## src/rtl/stage_fe.sv

```systemverilog
// Instruction fetch stage: owns the PC, issues in-order word requests to the
// instruction memory, buffers returned words in a small FIFO and presents the
// head entry to decode. A flush redirects the PC, empties the buffer and arms
// a discard counter so that responses still in flight are dropped on arrival.

`ifndef INST_W
`define INST_W 32
`endif

module stage_fe #(
  parameter int                 ADDR_W   = 32,
  parameter logic [ADDR_W-1:0]  RESET_PC = {ADDR_W{1'b0}},
  parameter int                 DEPTH    = 2
) (
  input  logic                clk,
  input  logic                rst,
  input  logic                en,
  input  logic                flush,
  input  logic [ADDR_W-1:0]   redirect_pc,
  input  logic                stall,
  output logic                imem_req,
  output logic [ADDR_W-1:0]   imem_addr,
  input  logic                imem_ready,
  input  logic                imem_rvalid,
  input  logic [`INST_W-1:0]  imem_rdata,
  output logic                out_valid,
  output logic [`INST_W-1:0]  inst,
  output logic [ADDR_W-1:0]   out_pc
);

  // Counter width covers 0..DEPTH; pointer width indexes DEPTH entries.
  localparam int CW = $clog2(DEPTH + 1);
  localparam int PW = $clog2(DEPTH);
  localparam logic [CW:0]         DEPTH_C  = (CW + 1)'(DEPTH);
  localparam logic [`INST_W-1:0]  NOP      = `INST_W'(32'h0000_0013);
  localparam logic [ADDR_W-1:0]   WORD_INC = ADDR_W'(3'd4);
  localparam logic [ADDR_W-1:0]   ALIGN_M  = ~ADDR_W'(2'b11);

  logic [ADDR_W-1:0]  pc_q, pc_d;
  logic [ADDR_W-1:0]  resp_pc_q, resp_pc_d;
  logic [CW-1:0]      inflight_q, inflight_d;
  logic [CW-1:0]      discard_q, discard_d;
  logic [CW-1:0]      count_q, count_d;
  logic [PW-1:0]      wr_ptr_q, wr_ptr_d;
  logic [PW-1:0]      rd_ptr_q, rd_ptr_d;
  logic [`INST_W-1:0] word_q [DEPTH];
  logic [ADDR_W-1:0]  bpc_q  [DEPTH];

  logic               credit_ok_s;
  logic               hs_s;
  logic               resp_live_s;
  logic               push_s;
  logic               pop_s;
  logic               drop_dec_s;
  logic [ADDR_W-1:0]  redirect_al_s;

  // Handshake, response and FIFO control strobes.
  always_comb begin
    credit_ok_s   = ({1'b0, inflight_q} + {1'b0, count_q}) < DEPTH_C;
    imem_req      = en && !flush && !rst && credit_ok_s;
    imem_addr     = pc_q;
    hs_s          = imem_req && imem_ready;
    // A response with nothing in flight is a protocol violation; ignore it.
    resp_live_s   = imem_rvalid && (inflight_q != '0);
    push_s        = resp_live_s && !flush && (discard_q == '0);
    drop_dec_s    = resp_live_s && !flush && (discard_q != '0);
    pop_s         = out_valid && en && !stall && !flush;
    redirect_al_s = redirect_pc & ALIGN_M;
  end

  // Next-state computation for PC, counters and FIFO pointers.
  always_comb begin
    pc_d       = pc_q;
    resp_pc_d  = resp_pc_q;
    inflight_d = inflight_q;
    discard_d  = discard_q;
    count_d    = count_q;
    wr_ptr_d   = wr_ptr_q;
    rd_ptr_d   = rd_ptr_q;
    if (flush) begin
      pc_d       = redirect_al_s;
      resp_pc_d  = redirect_al_s;
      // Everything still outstanding after this cycle's response is stale.
      inflight_d = inflight_q - CW'(resp_live_s);
      discard_d  = inflight_q - CW'(resp_live_s);
      count_d    = '0;
      wr_ptr_d   = '0;
      rd_ptr_d   = '0;
    end else begin
      if (hs_s) begin
        pc_d = pc_q + WORD_INC;
      end else begin
        pc_d = pc_q;
      end
      inflight_d = inflight_q + CW'(hs_s) - CW'(resp_live_s);
      if (drop_dec_s) begin
        discard_d = discard_q - CW'(1'b1);
      end else begin
        discard_d = discard_q;
      end
      if (push_s) begin
        resp_pc_d = resp_pc_q + WORD_INC;
        wr_ptr_d  = wr_ptr_q + PW'(1'b1);
      end else begin
        resp_pc_d = resp_pc_q;
        wr_ptr_d  = wr_ptr_q;
      end
      if (pop_s) begin
        rd_ptr_d = rd_ptr_q + PW'(1'b1);
      end else begin
        rd_ptr_d = rd_ptr_q;
      end
      count_d = count_q + CW'(push_s) - CW'(pop_s);
    end
  end

  // Control state registers.
  always_ff @(posedge clk or posedge rst) begin
    if (rst) begin
      pc_q       <= RESET_PC;
      resp_pc_q  <= RESET_PC;
      inflight_q <= '0;
      discard_q  <= '0;
      count_q    <= '0;
      wr_ptr_q   <= '0;
      rd_ptr_q   <= '0;
    end else begin
      pc_q       <= pc_d;
      resp_pc_q  <= resp_pc_d;
      inflight_q <= inflight_d;
      discard_q  <= discard_d;
      count_q    <= count_d;
      wr_ptr_q   <= wr_ptr_d;
      rd_ptr_q   <= rd_ptr_d;
    end
  end

  // Buffer storage: each live response is written with the PC it belongs to.
  always_ff @(posedge clk or posedge rst) begin
    if (rst) begin
      for (int i = 0; i < DEPTH; i++) begin
        word_q[i] <= NOP;
        bpc_q[i]  <= {ADDR_W{1'b0}};
      end
    end else if (push_s) begin
      word_q[wr_ptr_q] <= imem_rdata;
      bpc_q[wr_ptr_q]  <= resp_pc_q;
    end else begin
      word_q[wr_ptr_q] <= word_q[wr_ptr_q];
      bpc_q[wr_ptr_q]  <= bpc_q[wr_ptr_q];
    end
  end

  // Present the buffer head to decode, or a NOP bubble when empty.
  always_comb begin
    out_valid = (count_q != '0);
    if (out_valid) begin
      inst   = word_q[rd_ptr_q];
      out_pc = bpc_q[rd_ptr_q];
    end else begin
      inst   = NOP;
      out_pc = {ADDR_W{1'b0}};
    end
  end

endmodule
```

## config.mk

```make
export PLATFORM = sky130hd
export DESIGN_NAME = stage_fe
export DESIGN_NICKNAME = d
export VERILOG_FILES = /design/src/rtl/stage_fe.sv
export SDC_FILE = /design/constraint.sdc
export NUM_CORES = 1
export LEC_CHECK = 0
export ABC_CLOCK_PERIOD_IN_PS = 8000
export CORE_UTILIZATION = 45
export DETAILED_ROUTE_END_ITERATION = 10
export GPL_TIMING_DRIVEN = 1
export PLACE_DENSITY = 0.7
export SLEW_MARGIN = 20
export SYNTH_ARGS = -nofsm -noshare
export SYNTH_HDL_FRONTEND = slang
export SYNTH_SLANG_ARGS = --single-unit
```

## constraint.sdc

```tcl
create_clock -name clk -period 8 [get_ports clk]
set_input_delay 2 -clock clk [delete_from_list [all_inputs] [get_ports clk]]
set_output_delay 2 -clock clk [all_outputs]
set_load 0.03 [all_outputs]
```

==> results.toml, run 1 <==
[global_route]
grt_pass1_vias = 7062
gr-usage-met1_pct = 31.68
grt_use_met2_pct = 32.90
grt_max_degree = 130
track_usage_pct = 21.78
overflow = 0
antenna_found_initial = 0
busiest_layer = "met2"
grt_use_met3_pct = 4.648
grt_pass1_wl_um = 37380

[cts]
cts_buffers = 17
cts_setup_buffers = 0
cts_root_buffer = "clkbuf_16"
h-tree-depth = 4
clkLatencyLatePin_ns = 0.43
clkSinkCount = 196
clk_pin_slew_ns = 0.07
cts_resized = 0
hold_buffers = 0
clock_path_buffers = 2
cts_tree = "built"

[synthesis]
synth-edff-count = 0
ys.flop_type = "dfrtp_1"
synth_top_area_share_pct = 49.04
synth_area_leaders = "dfrtp_1 (49%), mux2_2 (15%), mux2i_1 (6.9%)"
yosys.area.top_type = "dfrtp_1"
netlist_top_cells_count = "dfrtp_1 (190), mux2_2 (129), nor2_1 (84)"
async_flop_share_pct = 100.0
synthDistinctLibCells = 59
synth.most_common_cell = "dfrtp_1"
synth_cells = 860
ys_seq_area_share_pct = 50.66
ys.warnings.count = 0
synth_seq_cells = 196
syn_avg_cell_area_sq_um = 11.27
syn-cell-area_sq_mm = 0.009696

[power_and_ir_drop]
pwr-share-seq_pct = 45.6
p_per_area_mw_per_mm2 = 274.1
vdd_drop_max_uv = 147.4
power_frac_comb_pct = 29.8
clkPwrFrac_pct = 24.5
cellLeakagePower_uw = 0.004922
p_switching_uw = 1076
p_int_uw = 2245
swShare_pct = 32.41

[die]
start_util_pct = 45.98
die_x_um = 148.8
core-area_sq_mm = 0.02109
die_area_sq_mm = 0.02214
ioPinCount = 169
rows = 53
die_h_um = 148.8

[sta]
relSlewSlack_pct = 37.34
tns_ns = 0
final.min_clock_period_ns = 5.690
period_share_pct = 71.12
drv_slew = 0
clock_skew_ns = 0.01399
setup_violations = 0
worst_slack_ns = 2.310
clock.fmax_mhz = 175.8
worst_pin_slew_ns = 0.9399
holdWs_ns = 0.5024
hold_viol = 0
rsz0062_at_grt = "false"

[critical_path]
start_kind = "input pin"
r2r.worst_path.cells = 11
worstPathMaxFanout = 5
cp.arrival_ns = 3.69
critPathRequiredTime_ns = 6.00
r2r_slack_ns = 4.53
worstSetupEndpointType = "output pin"
r2r-end = "inflight_q[1]$_DFF_PP0_"
r2r-start = "inflight_q[0]$_DFF_PP0_"
criticalPathCategory = "in -> out"

[worst_hold_path]
whs_path_depth = 1
hold_end = "bpc_q[32]$_DFFE_PP0N_"
hp-start = "bpc_q[32]$_DFFE_PP0N_"
hold_path.class = "reg -> reg"

[cells_and_area]
diodes = 0
layout.nets = 1085
post_route_cells_drive_above_1_share_pct = 19.06
post-route-util_pct = 57.45
final_cells = 1293
area_growth_pct = 24.94

[job]
maxCapViolCount = 0

[detailed_routing]
post_drt_via_cell_ratio = 5.504
drtPass1Iterations = 5
initialDrtViolationCount = 395
num_vias = 7117
drtAntennaViolNets = 0
drc = 0
drt-total-wl_um = 22640
wl_per_cell_um = 17.51

[place]
port_buffers = 164
place_inst = 1261
gp_congestion = 0.8743
hpwl_um = 15240
dp_slack_ns = 2.312

[outcome]
status = "complete, no violations"
## critical path, cell delays in order
cell and delay (ns):
clkdlybuf4s50_1 0.56, nand2b_1 0.20, nor4_1 0.22, clkdlybuf4s50_1 0.72
## worst max path at each step
stage                     from                    to  slack [ns]  cells past startpoint
after floorplan            rst  bpc_q[0]$_DFFE_PP0P_        0.67                      1
after global placement      en              imem_req        2.29                      4
after detailed placement    en              imem_req        2.31                      4
after CTS                   en              imem_req        2.29                      4
after global routing        en              imem_req        2.22                      4
final                       en              imem_req        2.31                      4
## metal layers
layer / vias to the layer above / routed length [um]
li1: 3353 / -
met3: 28 / 1439
met5: - / 0
met4: 0 / 340
met2: 267 / 10050
met1: 3469 / 10820
## cells in the final DEF, fill, tap and decap left out, types with 8 or more instances in the layout
| master | instances |
|---|---|
| nor3_1 | 19 |
| clkbuf_16 | 17 |
| nand2_1 | 67 |
| mux2i_1 | 67 |
| nor2_1 | 83 |
| nand4_1 | 18 |
| mux2_2 | 129 |
| clkdlybuf4s50_1 | 163 |
| nand3_1 | 29 |
| dfrtp_1 | 189 |
| inv_1 | 16 |
| xor2_1 | 13 |
| o211ai_1 | 13 |
| ha_1 | 8 |
| xnor2_1 | 26 |
| o21ai_0 | 33 |
## logic make-up after synthesis
kind of cell / synth area share [%]
buffers and inverters: 2.852
AOI/OAI and AO/OA: 5.575
muxes: 21.90
xor gates and xnor gates: 3.523
and+or+nand+nor: 14.21
adders and majority gates: 1.239
DFF: 50.66
other: 0.03868
## power by group through the flow
stage          Clock [uW]  Sequential [uW]  Combinational [uW]
2_1_floorplan           0             1510                 700
3_3_place_gp            0             1520                 978
3_5_place_dp            0             1530                1000
4_1_cts               838             1520                1010
5_1_grt               879             1560                1090
6_report              815             1520                 991
## cell type report
cell class,count,area [sq um]
inverters,18,75.07
fillers,1789,8974
well taps,275,344.1
clock inverters,14,130.1
multi-input cells,601,4531
flip-flops and latches,196,4916
repair buffers,171,1689
clock buffers,18,429.2
## flip-flops by register name (all words and copies together) (netlist names)
register    cells
bpc_q          64
count_q         2
discard_q       2
imem_addr      30
inflight_q      2
rd_ptr_q        1
resp_pc_q      30
word_q         64
wr_ptr_q        1
## metrics by stage
stage	power (uW)	instance area, sq um
floorplan	2207	9699
global placement	2499	11550
detailed placement	2534	11550
CTS	3359	12110
global route	3529	12110
finish	3321	12110
(Power assumes the default switching activity.)
==> inputs of run 2 (changes only) <==
--- a/config.mk
+++ b/config.mk
@@ -5,11 +5,11 @@
 export SDC_FILE = /design/constraint.sdc
 export NUM_CORES = 1
 export LEC_CHECK = 0
-export ABC_CLOCK_PERIOD_IN_PS = 8000
+export ABC_CLOCK_PERIOD_IN_PS = 4770
 export CORE_UTILIZATION = 45
 export DETAILED_ROUTE_END_ITERATION = 10
 export GPL_TIMING_DRIVEN = 1
-export PLACE_DENSITY = 0.7
+export PLACE_DENSITY = 0.72
 export SLEW_MARGIN = 20
 export SYNTH_ARGS = -nofsm -noshare
 export SYNTH_HDL_FRONTEND = slang
==> constraint.sdc (replaced) <==
create_clock -name clk -period 4.77 [get_ports clk]
set_input_delay 1.1925 -clock clk [delete_from_list [all_inputs] [get_ports clk]]
set_output_delay 1.1925 -clock clk [all_outputs]
set_load 0.03 [all_outputs]
==> results.toml, run 2 (same netlist as run 1, synthesis figures left out) <==
[outcome]
status = "complete, no violations"

[sta]
tns_ns = 0
drv_slew = 0
worst_pin_slew_ns = 0.7374
setup_violations = 0
clock.fmax_mhz = 244.4
final.min_clock_period_ns = 4.092
clock_skew_ns = 0.01324
relSlewSlack_pct = 50.39
period_share_pct = 85.78
hold_viol = 0
rsz0062_at_grt = "false"

[worst_hold_path]
hp-start = "bpc_q[1]$_DFFE_PP0P_"
hold_path.class = "reg -> reg"
whs_path_depth = 1
hold_end = "bpc_q[1]$_DFFE_PP0P_"

[critical_path]
cp_cell_sequence = "clkdlybuf4s50_1 -> nand2b_1 -> nor4_1 -> clkdlybuf4s50_1"
cpLargestDelayFamily = "buffers and inverters"
r2r-start = "inflight_q[0]$_DFF_PP0_"
cp.arrival_ns = 2.90
worstSetupEndpointType = "output pin"
criticalPathCategory = "in -> out"
r2r_slack_ns = 1.68
critPathRequiredTime_ns = 3.58
max_stage_delay_ns = 0.72
crit_top_cell = "clkdlybuf4s50_1"
cp_slowest_cell = "clkdlybuf4s50_1"
crit_buf_inv = 2
worstPathMaxFanout = 5
r2r.worst_path.cells = 11
r2r-end = "inflight_q[1]$_DFF_PP0_"
start_kind = "input pin"

[cts]
h-tree-depth = 4
cts_buffers = 17
cts_setup_buffers = 0
clk_pin_slew_ns = 0.07
hold_buffers = 0
cts_resized = 0
clock_path_buffers = 2
cts_root_buffer = "clkbuf_16"
cts_tree = "built"
clkSinkCount = 196
clkLatencyLatePin_ns = 0.43

[cells_and_area]
layout.nets = 1089
area_growth_pct = 26.25
diodes = 0
multi_input_area_sq_mm = 0.004531
top_regs = "bpc_q: 64 flops, word_q: 64 flops"
seqCellArea_sq_mm = 0.004916
layout_common_cells = "dfrtp_1 (189), clkdlybuf4s50_1 (163), mux2_2 (129)"
post_route_cells_drive_above_1_share_pct = 19.47
final_cell_area_sq_mm = 0.01224
nFillCells = 1801
final_common_cell = "dfrtp_1"

[power_and_ir_drop]
p_int_uw = 3847
vdd_drop_max_uv = 221.9
pwr-share-seq_pct = 44.9
clkPwrFrac_pct = 25.5
swShare_pct = 32.18
p_switching_uw = 1826
power_frac_comb_pct = 29.6
cellLeakagePower_uw = 0.004979
total_power_uw = 5672
p_per_area_mw_per_mm2 = 463.4

[detailed_routing]
drtPass1Iterations = 5
initialDrtViolationCount = 403
drc = 0
num_vias = 7224
drt-total-wl_um = 22530
drtAntennaViolNets = 0
post_drt_via_cell_ratio = 5.570
wl_per_cell_um = 17.37

[global_route]
grt_max_degree = 94
antenna_found_initial = 0
track_usage_pct = 21.18
overflow = 0
grt_pass1_vias = 6897
grt_pass1_wl_um = 36710

[die]
ioPinCount = 169
core-area_sq_mm = 0.02109
die_area_sq_mm = 0.02214
die_h_um = 148.8
die_x_um = 148.8
rows = 53
start_util_pct = 45.98

[place]
place_area_sq_mm = 0.01164
hpwl_um = 15820
port_buffers = 164
gp_congestion = 0.8646

[job]
maxCapViolCount = 0
run 2: worst max path at each step:
stage,from,to,slack (ns),depth (start not counted)
6_report,en,imem_req,0.68,4
5_1_grt,en,imem_req,0.62,4
4_1_cts,en,imem_req,0.68,4
3_5_place_dp,en,imem_req,0.70,4
3_3_place_gp,en,imem_req,0.68,4
2_1_floorplan,rst,bpc_q[0]$_DFFE_PP0P_,1.05,1
run 2: routing by layer:
layer / share of wire, % / track usage, % / vias to the layer above
li1: - / - / 3359
met3: 6.8 / 4.098 / 25
met5: 0 / 0 / -
met1: 47 / 31.39 / 3570
met2: 45 / 31.75 / 270
met4: 1.4 / 5.459 / 0
run 2: worst reg2reg max path, stage by stage, from the launching register on:
cell and delay (ns):
dfrtp_1 0.44, and2_1 0.17, fa_1 0.52, or4b_4 0.58
nor2_4 0.11, inv_2 0.17, ha_1 0.33, inv_1 0.04
ha_1 0.18, xnor2_1 0.11, o21ai_0 0.18, xor2_1 0.17
run 2: power by group through the flow:
stage	combinational, uW	sequential [uW]	clock [uW]
after global routing	1840	2620	1550
after floorplan	1170	2530	0
after CTS	1710	2550	1480
after global placement	1660	2550	0
after detailed placement	1700	2580	0
final	1680	2550	1450
run 2: area by class of cell:
cell class / instances / area share, %
clock buffers: 18 / 3.588
clock inverters: 14 / 1.288
inverters: 18 / 0.5826
multi-input cells: 601 / 37.01
flip-flops and latches: 196 / 40.16
well taps: 275 / 2.811
repair buffers: 175 / 14.56
run 2: through the flow:
step | hold slack, ns | util [%] | std cells | setup slack, ns
after floorplan | 0.4636 | - | 861 | 1.050
after detailed placement | 0.4854 | 55.19 | 1265 | 0.7011
after global routing | 0.5181 | 58.05 | 1297 | 0.6218
after CTS | 0.5062 | 58.02 | 1297 | 0.6808
after global placement | 0.4819 | 55.19 | 1265 | 0.6849
final | 0.5008 | 58.05 | 1297 | 0.6781
